**config.mk**
```make
export PLATFORM = sky130hd
export DESIGN_NAME = timer
export DESIGN_NICKNAME = d
export VERILOG_FILES = /design/src/rtl/timer_pkg.sv /design/src/rtl/timer_tick_detect.sv /design/src/rtl/timer.sv
export SDC_FILE = /design/constraint.sdc
export NUM_CORES = 1
export LEC_CHECK = 0
export ABC_AREA = 1
export ABC_CLOCK_PERIOD_IN_PS = 1200
export BUFFER_PORTS_ARGS = -buffer_cell sky130_fd_sc_hd__clkbuf_2
export CORE_AREA = 2 2 39 41
export CTS_BUF_LIST = sky130_fd_sc_hd__clkbuf_8
export CTS_CLUSTER_DIAMETER = 40
export DETAILED_ROUTE_END_ITERATION = 10
export DIE_AREA = 0 0 41 43
export GPL_TIMING_DRIVEN = 1
export SLEW_MARGIN = 20
export SYNTH_ARGS = -nofsm -noshare
export SYNTH_HDL_FRONTEND = slang
export SYNTH_HIERARCHICAL = 1
export SYNTH_SLANG_ARGS = --single-unit
```
**constraint.sdc**
```tcl
create_clock -name clk -period 1.2 [get_ports clk]
set_clock_uncertainty 0.05 [all_clocks]
set_input_delay 0.06 -clock clk [delete_from_list [all_inputs] [get_ports clk]]
set_output_delay 0.06 -clock clk [all_outputs]
set_load 0.01 [all_outputs]
```
**src/rtl/timer_pkg.sv**
```systemverilog
// Shared traffic-controller definitions used by the interval timer.
// Holds the default counter width and the timer state encoding.
package timer_pkg;

    localparam int unsigned TIMER_CNT_W = 4;

    typedef logic [TIMER_CNT_W-1:0] timer_cnt_t;

    typedef enum logic {
        TMR_IDLE,
        TMR_ARMED
    } timer_state_t;

endpackage

```
**src/rtl/timer_tick_detect.sv**
```systemverilog
// Rising-edge detector on the 1 Hz enable level: one tick per high phase.
// The history bit resets high so a level already high after reset is not a tick.
module timer_tick_detect (
    input  logic clk,
    input  logic Reset_Sync,
    input  logic oneHz_enable,
    output logic tick
);

    logic prev_en;

    always_ff @(posedge clk or posedge Reset_Sync) begin
        if (Reset_Sync) begin
            prev_en <= 1'b1;
        end else begin
            prev_en <= oneHz_enable;
        end
    end

    assign tick = oneHz_enable & ~prev_en;

endmodule

```
**src/rtl/timer.sv**
```systemverilog
// Loadable down-counter of 1 Hz ticks; emits a registered one-cycle
// expired pulse on the Nth tick after a start_timer load.
module timer
    import timer_pkg::*;
#(
    parameter int unsigned CNT_W = TIMER_CNT_W
) (
    input  logic             clk,
    input  logic             Reset_Sync,
    input  logic [CNT_W-1:0] Value,
    input  logic             oneHz_enable,
    input  logic             start_timer,
    output logic             expired
);

    localparam logic [CNT_W-1:0] CNT_ONE = CNT_W'(1);

    timer_state_t     state_q, state_d;
    logic [CNT_W-1:0] count_q, count_d;
    logic             expired_d;
    logic             tick;

    timer_tick_detect u_tick_detect (
        .clk          (clk),
        .Reset_Sync   (Reset_Sync),
        .oneHz_enable (oneHz_enable),
        .tick         (tick)
    );

    always_ff @(posedge clk or posedge Reset_Sync) begin
        if (Reset_Sync) begin
            state_q <= TMR_IDLE;
            count_q <= '0;
            expired <= 1'b0;
        end else begin
            state_q <= state_d;
            count_q <= count_d;
            expired <= expired_d;
        end
    end

    // A load wins over a coincident tick; count <= 1 also covers Value = 0.
    always_comb begin
        state_d   = state_q;
        count_d   = count_q;
        expired_d = 1'b0;
        if (start_timer) begin
            state_d = TMR_ARMED;
            count_d = Value;
        end else if (state_q == TMR_ARMED && tick) begin
            if (count_q > CNT_ONE) begin
                count_d = count_q - CNT_ONE;
            end else begin
                state_d   = TMR_IDLE;
                count_d   = '0;
                expired_d = 1'b1;
            end
        end
    end

endmodule

```
==> results of run 1 <==
-- power groups by stage --
| stage | Combinational [mW] | Clock (mW) | Sequential [mW] |
|---|---|---|---|
| after floorplan | 0.111 | 0 | 0.278 |
| after global placement | 0.162 | 0 | 0.281 |
| after detailed placement | 0.164 | 0 | 0.282 |
| after CTS | 0.173 | 0.338 | 0.279 |
| after global routing | 0.234 | 0.348 | 0.282 |
| final | 0.205 | 0.328 | 0.279 |
-- final cells by class --
cell class                      instances  area share, %
Inverter                               14           8.61
Clock buffer                            3           6.76
Multi-Input combinational cell         39           36.9
Sequential cell                         7           28.9
Tap cell                               16           3.28
Clock inverter                          1          0.615
Timing Repair Buffer                   13           15.0
-- critical path: cells and delay by family, from the launching register on --
| kind | cells | cell delay, ns |
|---|---|---|
| fa+ha+maj | 1 | 0.15 |
| buf+inv | 1 | 0.15 |
| flops | 1 | 0.38 |
| simple gates | 5 | 0.37 |
-- worst min path at each step --
stage          cells after the start                    end  slack, ns    startpoint
2_1_floorplan                      1             count_q[0]      -0.20    Reset_Sync
3_3_place_gp                       2                state_q      -0.07    Reset_Sync
3_5_place_dp                       2             count_q[2]      -0.06    Reset_Sync
4_1_cts                            5             count_q[2]       0.09      Value[2]
5_1_grt                            1  u_tick_detect/prev_en       0.04  oneHz_enable
6_report                           1  u_tick_detect/prev_en      0.004  oneHz_enable
-- cell usage after synthesis, types with 2 or more instances --
cell / number
clkinv_1: 3
dfrtp_1: 6
ha_1: 2
inv_1: 7
inv_2: 4
nand2_1: 19
nor2_1: 6
nor2_2: 2
o21ai_1: 5
-- metrics by stage --
| step | instances | area, um^2 | worst slack [ns] |
|---|---|---|---|
| final | 93 | 611 | 0.0430 |
| after global routing | 93 | 611 | -0.0176 |
| after CTS | 93 | 574 | 0.00609 |
| after detailed placement | 87 | 507 | -0.0113 |
| after global placement | 87 | 507 | 0.0164 |
| after floorplan | 60 | 424 | 0.0320 |
-- kinds of logic after synthesis --
kind of cell / after synthesis / share of synthesized area (%)
buf+inv: 14 / 12.4
compound gates: 5 / 5.90
fa+ha+maj: 2 / 5.90
simple gates: 32 / 34.2
flops: 7 / 41.6
-- metal layers --
metal,vias to the layer above,global-route usage (%),part of all wire (%)
met5,-,0,0
met4,0,8.00,3.0
met3,2,3.14,4.0
met2,10,15.6,45
met1,163,16.8,48
li1,215,-,-
-- state kept, by name, indices dropped and copies added (netlist names) --
| register | cells |
|---|---|
| count_q | 4 |
| state_q | 1 |
| u_tick_detect/prev_en | 1 |
| expired | 1 |
-- repair_timing --
| item | CTS | global route |
|---|---|---|
| buffers inserted | 0 | 1 |
| hold buffers | 2 | 0 |
| gates resized for setup | 1 | 9 |
| hold endpoints to repair | 8 | 0 |
| endpoints found under the setup margin | 3 | 4 |
| pin swaps | 0 | 7 |
==> impl_metrics.env, run 1 <==
export IMPL_start_kind="flop"
export IMPL_drc=0
export IMPL_layout_cells_most_common_list="19 x nand2_1, 7 x clkbuf_2, 6 x inv_2, 6 x inv_1, 6 x dfrtp_1"
export IMPL_endpoint_kind="flop"
export IMPL_num_io_pins=9
export IMPL_p_total_mw=0.812
export IMPL_hold_class="input port to flop"
export IMPL_syn_area_um2=424
export IMPL_die_w_um=41
export IMPL_r2r_start="count_q[0]"
export IMPL_wl_per_cell_um=9.46
export IMPL_yosysUniqueCellTypes=15
export IMPL_postLayoutCoreUtil_pct=44.1
export IMPL_track_usage_pct=12.0
export IMPL_power_frac_comb_pct=25.2
export IMPL_syn_num_nets=70
export IMPL_antennaDiodeCount=0
export IMPL_drtPass1Iterations=5
export IMPL_cap_violations=0
export IMPL_max_vdd_ir_drop_mv=0.778
export IMPL_path_cells="buf_4, ha_4, nor2_2, nor2_2, nor2_4, nand2_1, nand2_1"
export IMPL_antenna_found_initial=0
export IMPL_crit_type="flop to flop"
export IMPL_cts_made_buffers=3
export IMPL_arrival_ns=1.28
export IMPL_hold_viol=0
export IMPL_nets=88
export IMPL_die_area_mm2=0.00176
export IMPL_clockRootBuffer="clkbuf_8"
export IMPL_hold_ws_ns=0.00352
export IMPL_gp_congestion=0.690
export IMPL_yosys_area_top_type="dfrtp_1"
export IMPL_via_per_inst=4.19
export IMPL_status="finished, final reports clean"
export IMPL_cts_htree_levels=1
export IMPL_fin_crit_sh_pct=96.4
export IMPL_cp_startpoint="count_q[0]"
export IMPL_clk_latency_ns=0.23
export IMPL_clkPwrFrac_pct=40.4
export IMPL_switchingPower_mw=0.236
export IMPL_core_mm2=0.00138
export IMPL_cts_tree="built"
export IMPL_grt_pass1_vias=355
export IMPL_relSlewSlack_pct=83.7
export IMPL_cts_buffer_depth=2
export IMPL_rsz0062_at_grt="yes"
export IMPL_setup_viol=0
export IMPL_vias=390
export IMPL_multi_input_area_um2=225
export IMPL_timing_fmax_mhz=864
export IMPL_layout_min_cycle_time_ns=1.16
export IMPL_tightest_slew_ns=0.245
export IMPL_synth_warnings=6
export IMPL_dp_hpwl_um=646
export IMPL_leakage_nw=0.323
export IMPL_power_share_sequential_pct=34.4
export IMPL_yosysSeqAreaShare_pct=41.6
export IMPL_regArea_um2=176
export IMPL_clkTransAtPathRegs_ns=0.04
export IMPL_synth_top_area_share_pct=35.4
export IMPL_cellPowerDensity_mw_per_mm2=1330
export IMPL_ys_flop_type="dfrtp_1"
export IMPL_synth_area_leaders="dfrtp_1 35%, nand2_1 17%, dfstp_2 6.2%"
export IMPL_grt_pass1_wl_um=1390
export IMPL_fill_cells=146
export IMPL_cp_slowest_cell="dfrtp_1"
export IMPL_drtIter0Drc=7
export IMPL_rr_endpoint="count_q[0]"
export IMPL_synth_cells=60
export IMPL_cts_sinks=7
export IMPL_layout_drive_gt1_share_pct=39.0
export IMPL_report_final_slew_viol_count=0
export IMPL_routed_wl_um=880
export IMPL_ys_ff_latch=7
export IMPL_syn_to_final_growth_pct=44.0
export IMPL_grt_overflow_total=0
export IMPL_swShare_pct=29.1
export IMPL_final_antenna_net_count=0
export IMPL_critical_path_max_stage_delay_ns=0.38
export IMPL_p_int_mw=0.576
export IMPL_start_util_pct=30.7
export IMPL_postSynthAreaPerCell_um2=7.07
export IMPL_die_h_um=43
export IMPL_tns_ns=0
export IMPL_rows=14
export IMPL_cp_endpoint="count_q[0]"
export IMPL_ys_async_sr_fraction_pct=100
export IMPL_synth_edf_count=0
export IMPL_reg2regPathDepth=7
export IMPL_mostFrequentLayoutCell="nand2_1"
export IMPL_io_buffers=8
export IMPL_reg2reg_setup_slack_ns=0.04
export IMPL_grt_max_degree=7
export IMPL_critPathRequiredTime_ns=1.32
export IMPL_cp_max_fo=3
Power figures use the tool's default switching activity.
==> run 2: changes to the inputs <==
Settings changed: PLACE_DENSITY from default to 0.51.
==> run 2 against run 1 <==
Critical path depth fell by 1; sequential share of layout area increased by 0.92 points; die area unchanged; hold slack improved by 0.011 ns; register-to-register slack better by 0.02 ns; power shrank 2.6%; setup slack improved by 0.023 ns; sequential power is essentially flat; clock power about the same; first-iteration DRC count decreased by 43%; utilization decreased by 1.4 points; critical endpoint is now count_q[1]; largest power group unchanged.
==> impl_metrics.env, run 2 (synthesis gave the netlist of run 1 again) <==
export IMPL_status="finished, final reports clean"
export IMPL_grt_pass1_vias=362
export IMPL_cap_violations=0
export IMPL_rsz0062_at_grt="yes"
export IMPL_arrival_ns=1.25
export IMPL_final_antenna_net_count=0
export IMPL_cts_buffer_depth=2
export IMPL_via_per_inst=4.18
export IMPL_dpl_cell_count=85
export IMPL_setup_viol=0
export IMPL_routed_wl_um=868
export IMPL_grt_pass1_wl_um=1430
export IMPL_swShare_pct=28.4
export IMPL_drtIter0Drc=4
export IMPL_antenna_found_initial=0
export IMPL_hold_viol=0
export IMPL_clkPwrFrac_pct=41.5
export IMPL_leakage_nw=0.316
export IMPL_wl_per_cell_um=9.43
export IMPL_max_vdd_ir_drop_mv=0.685
export IMPL_rows=14
export IMPL_hold_class="input port to flop"
export IMPL_cts_htree_levels=1
export IMPL_num_io_pins=9
export IMPL_fin_crit_sh_pct=94.5
export IMPL_cp_slowest_cell="dfstp_2"
export IMPL_nets=87
export IMPL_power_frac_comb_pct=23.1
export IMPL_critPathMostFrequentCell="nand2_1"
export IMPL_endpoint_kind="flop"
export IMPL_fin_ws_ns=0.0658
export IMPL_dp_hpwl_um=695
export IMPL_dp_slack_ns=-0.0498
export IMPL_syn_to_final_growth_pct=39.5
export IMPL_cts_sinks=7
export IMPL_grt_max_degree=7
export IMPL_crit_type="flop to flop"
export IMPL_tightest_slew_ns=0.248
export IMPL_final_cells=92
export IMPL_p_int_mw=0.566
export IMPL_drc=0
export IMPL_critical_path_max_stage_delay_ns=0.52
export IMPL_crit_buf_inv=1
export IMPL_regMostFlops="count_q"
export IMPL_largest_reg_flops=4
export IMPL_start_kind="flop"
export IMPL_die_h_um=43
export IMPL_clockRootBuffer="clkbuf_8"
export IMPL_relSlewSlack_pct=83.4
export IMPL_io_buffers=8
export IMPL_power_share_sequential_pct=35.4
export IMPL_timing_fmax_mhz=882
export IMPL_cts_tree="built"
export IMPL_crit_family="flip-flops"
export IMPL_p_total_mw=0.791
export IMPL_grt_overflow_total=0
export IMPL_die_area_mm2=0.00176
export IMPL_cellPowerDensity_mw_per_mm2=1340
export IMPL_cp_max_fo=5
export IMPL_gp_congestion=0.749
export IMPL_drtPass1Iterations=3
export IMPL_path_cells="nor2_2, nand2_1, nand2_2, o21ai_1, clkinv_1, nand2_1"
export IMPL_switchingPower_mw=0.224
export IMPL_layout_drive_gt1_share_pct=38.2
export IMPL_core_mm2=0.00138
export IMPL_layout_min_cycle_time_ns=1.13
export IMPL_critPathRequiredTime_ns=1.32
export IMPL_track_usage_pct=12.3
export IMPL_vias=385
export IMPL_clkTransAtPathRegs_ns=0.04
export IMPL_clk_latency_ns=0.23
export IMPL_layout_cells_most_common_list="19 x nand2_1, 7 x clkbuf_2, 6 x inv_1, 6 x dfrtp_1"
export IMPL_report_final_slew_viol_count=0
export IMPL_die_w_um=41
export IMPL_mostFrequentLayoutCell="nand2_1"
export IMPL_start_util_pct=30.7
export IMPL_cts_made_buffers=3
export IMPL_antennaDiodeCount=0
## run 2: changes by cell type in the layout (fill, tap and decap cells not counted)
cell / delta
buf_6: -1
clkinv_2: +1
ha_2: +1
ha_4: -1
inv_2: -1
nor2_1: +1
nor2_2: -1
o21ai_1: -1
o21ai_2: +1
## run 2: stage by stage
| stage | utilization, % | hold slack, ns | instance area (um^2) | setup TNS (ns) |
|---|---|---|---|---|
| 4_1_cts | 41.4 | 0.0932 | 573 | 0 |
| 5_1_grt | 42.8 | 0.0122 | 592 | -0.0289 |
| 2_1_floorplan | - | -0.199 | 424 | 0 |
| 3_3_place_gp | 35.5 | -0.0665 | 492 | -0.0686 |
| 6_report | 42.8 | 0.0148 | 592 | 0 |
| 3_5_place_dp | 35.5 | -0.0576 | 492 | -0.136 |
## run 2: repair_timing
action / 4_1_cts / 5_1_grt
gates cloned: 0 / 0
hold buffers: 2 / 0
endpoints found under the setup margin: 3 / 5
endpoints found under the hold margin: 8 / 0
resized for setup: 3 / 4
setup buffers: 0 / 2
pin swaps: 0 / 4
## run 2: routing by layer
layer | up-vias | GRT usage [%] | wire (um)
met5 | - | 0 | 0
met4 | 0 | 8.00 | 14
met3 | 2 | 1.57 | 20
met2 | 5 | 19.1 | 444
met1 | 167 | 15.1 | 389
li1 | 211 | - | -
## run 2: path summary, 6_finish.rpt
path	from	to	slack, ns	cells after the start
worst max-delay path	u_tick_detect/prev_en	count_q[1]	0.07	6
worst min-delay path	oneHz_enable	u_tick_detect/prev_en	0.01	1
worst max register to register	u_tick_detect/prev_en	count_q[1]	0.07	6
worst min register to register	state_q	state_q	0.53	2
max in group asynchronous	Reset_Sync	count_q[3]	0.65	3
min in group asynchronous	Reset_Sync	state_q	0.25	3
## run 2: power by group through the flow
stage	combinational, mW	clock, mW	sequential, mW
global route	0.208	0.349	0.282
CTS	0.171	0.336	0.280
finish	0.183	0.328	0.280
global placement	0.153	0	0.282
detailed placement	0.153	0	0.283
floorplan	0.111	0	0.278
## run 2: cell type report
cell class	instances	area (um^2)
clock inverters	1	5.00
flip-flops and latches	7	176
clock buffers	3	41.3
repair buffers	12	80.1
inverters	14	52.6
multi-input cells	39	216
fillers	144	792
well taps	16	20.0
==> run 3: changes to the inputs <==
Settings changed: PLACE_DENSITY 0.51 to default, PLACE_DENSITY_LB_ADDON from default to 0.25.
==> run 3 against run 2 <==
Non-clock buffer count stayed put; count of clock-buffer cells in the layout is the same; die area unchanged; hold slack improved by 0.0012 ns; critical endpoint is now count_q[2]; utilization is 0.54 points higher; highest routed layer unchanged; setup slack gained 0.00063 ns; flip-flop and latch count unchanged; register-to-register slack about the same; fmax barely moved; via count rose by 4.9%; largest cell class unchanged; critical path type unchanged.
==> impl_metrics.env, run 3 (synthesis gave the netlist of run 1 again) <==
export IMPL_hold_end="u_tick_detect/prev_en"
export IMPL_placed_area_um2=499
export IMPL_cellPowerDensity_mw_per_mm2=1340
export IMPL_start_util_pct=30.7
export IMPL_postLayoutCellArea_um2=599
export IMPL_relSlewSlack_pct=83.4
export IMPL_drt_met1_wl_um=372
export IMPL_p_total_mw=0.803
export IMPL_clockRootBuffer="clkbuf_8"
export IMPL_path_cells="inv_2, ha_4, buf_4, inv_1, nand2_1, nand2_1, nand4_1, nand2_1"
export IMPL_vias=404
export IMPL_critPathMostFrequentCell="nand2_1"
export IMPL_crit_type="flop to flop"
export IMPL_top_layer_used="met4"
export IMPL_p_int_mw=0.569
export IMPL_reg2reg_setup_slack_ns=0.07
export IMPL_start_kind="flop"
export IMPL_syn_to_final_growth_pct=41.3
export IMPL_grt_pass1_vias=428
export IMPL_crit_family="flip-flops"
export IMPL_mostFrequentLayoutCell="nand2_1"
export IMPL_drtPass1Iterations=2
export IMPL_max_vdd_ir_drop_mv=1.17
export IMPL_die_h_um=43
export IMPL_leakage_nw=0.319
export IMPL_timing_fmax_mhz=882
export IMPL_rsz0062_at_grt="yes"
export IMPL_clk_latency_ns=0.23
export IMPL_clkTransAtPathRegs_ns=0.04
export IMPL_report_final_slew_viol_count=0
export IMPL_critPathRequiredTime_ns=1.27
export IMPL_fin_crit_sh_pct=94.5
export IMPL_dp_slack_ns=-0.0179
export IMPL_setup_viol=0
export IMPL_hold_start="oneHz_enable"
export IMPL_layout_min_cycle_time_ns=1.13
export IMPL_io_buffers=8
export IMPL_endpoint_kind="flop"
export IMPL_gp_congestion=0.717
export IMPL_hold_depth=1
export IMPL_antenna_found_initial=0
export IMPL_drtIter0Drc=5
export IMPL_power_share_sequential_pct=34.9
export IMPL_cp_max_fo=3
export IMPL_swShare_pct=29.1
export IMPL_wl_met2_um=444
export IMPL_cts_tree="built"
export IMPL_grt_pass1_wl_um=1610
export IMPL_multi_input_area_um2=224
export IMPL_tightest_slew_ns=0.248
export IMPL_cp_num_cells=8
export IMPL_status="finished, final reports clean"
export IMPL_grt_overflow_total=0
export IMPL_core_mm2=0.00138
export IMPL_layout_drive_gt1_share_pct=40.8
export IMPL_wl_per_cell_um=9.49
export IMPL_rows=14
export IMPL_routed_wl_um=873
export IMPL_clkPwrFrac_pct=41.7
export IMPL_fill_cells=139
export IMPL_final_antenna_net_count=0
export IMPL_r2r_start="count_q[0]"
export IMPL_die_w_um=41
export IMPL_wl_met3_um=38
export IMPL_drc=0
export IMPL_cts_made_buffers=3
export IMPL_dp_hpwl_um=694
export IMPL_reg2regPathDepth=8
export IMPL_switchingPower_mw=0.234
export IMPL_arrival_ns=1.20
export IMPL_power_frac_comb_pct=23.4
export IMPL_cap_violations=0
export IMPL_rr_endpoint="count_q[2]"
export IMPL_hold_class="input port to flop"
export IMPL_critical_path_max_stage_delay_ns=0.39
export IMPL_cts_htree_levels=1
export IMPL_cp_slowest_cell="dfrtp_1"
export IMPL_via_per_inst=4.39
export IMPL_layout_cells_most_common_list="19 x nand2_1, 7 x clkbuf_2, 6 x inv_1, 6 x dfrtp_1"
export IMPL_die_area_mm2=0.00176
export IMPL_nets=87
export IMPL_grt_max_degree=7
export IMPL_fin_ws_ns=0.0664
export IMPL_cts_buffer_depth=2
export IMPL_tns_ns=0
export IMPL_regArea_um2=176
export IMPL_hold_viol=0
export IMPL_cts_sinks=7
export IMPL_crit_buf_inv=3
export IMPL_regMostFlops="count_q"
export IMPL_track_usage_pct=14.0
export IMPL_antennaDiodeCount=0
export IMPL_num_io_pins=9
export IMPL_largest_reg_flops=4
-- run 3: cell counts in the layout (fill, tap and decap cells not counted) --
No cell type changed its count.
-- run 3: worst register-to-register path, delay by kind of cell, from the launching register on --
kind,cells,cell delay (ns)
fa+ha+maj,1,0.13
simple gates,4,0.23
flops,1,0.39
buf+inv,3,0.22
-- run 3: power groups by stage --
| stage | sequential, mW | clock (mW) | combinational, mW |
|---|---|---|---|
| floorplan | 0.278 | 0 | 0.111 |
| global placement | 0.283 | 0 | 0.158 |
| detailed placement | 0.283 | 0 | 0.161 |
| CTS | 0.281 | 0.340 | 0.168 |
| global route | 0.283 | 0.354 | 0.221 |
| finish | 0.280 | 0.335 | 0.188 |
-- run 3: worst max-delay path by stage --
stage | end | start
2_1_floorplan | count_q[3] | count_q[0]
3_3_place_gp | count_q[3] | count_q[1]
3_5_place_dp | count_q[3] | count_q[1]
4_1_cts | count_q[3] | count_q[1]
5_1_grt | count_q[3] | count_q[1]
6_report | count_q[2] | count_q[0]
-- run 3: routing by layer --
metal,up-vias,global-route usage [%]
met3,2,6.28
met2,7,21.9
li1,208,-
met1,187,14.5
met5,-,0
met4,0,8.00
-- run 3: final cells by class --
cell class              instances  area share (%)
clock buffers                   3            6.89
clock inverters                 1           0.835
inverters                      14            8.77
multi-input cells              39            37.4
flip-flops and latches          7            29.4
well taps                      16            3.34
repair buffers                 12            13.4
-- run 3: metrics by stage --
stage / hold WS (ns) / utilization (%) / instances
floorplan: -0.199 / - / 60
global placement: -0.0577 / 36.1 / 86
detailed placement: -0.0558 / 36.1 / 86
CTS: 0.0876 / 41.0 / 92
global route: 0.0205 / 43.3 / 92
finish: 0.0161 / 43.3 / 92
-- run 3: what timing repair did --
| item | 4_1_cts | 5_1_grt |
|---|---|---|
| setup buffers | 0 | 1 |
| endpoints found under the setup margin | 4 | 4 |
| hold buffers | 2 | 0 |
| gates resized for setup | 2 | 7 |
| pin swaps | 1 | 3 |
| endpoints found under the hold margin | 8 | 0 |
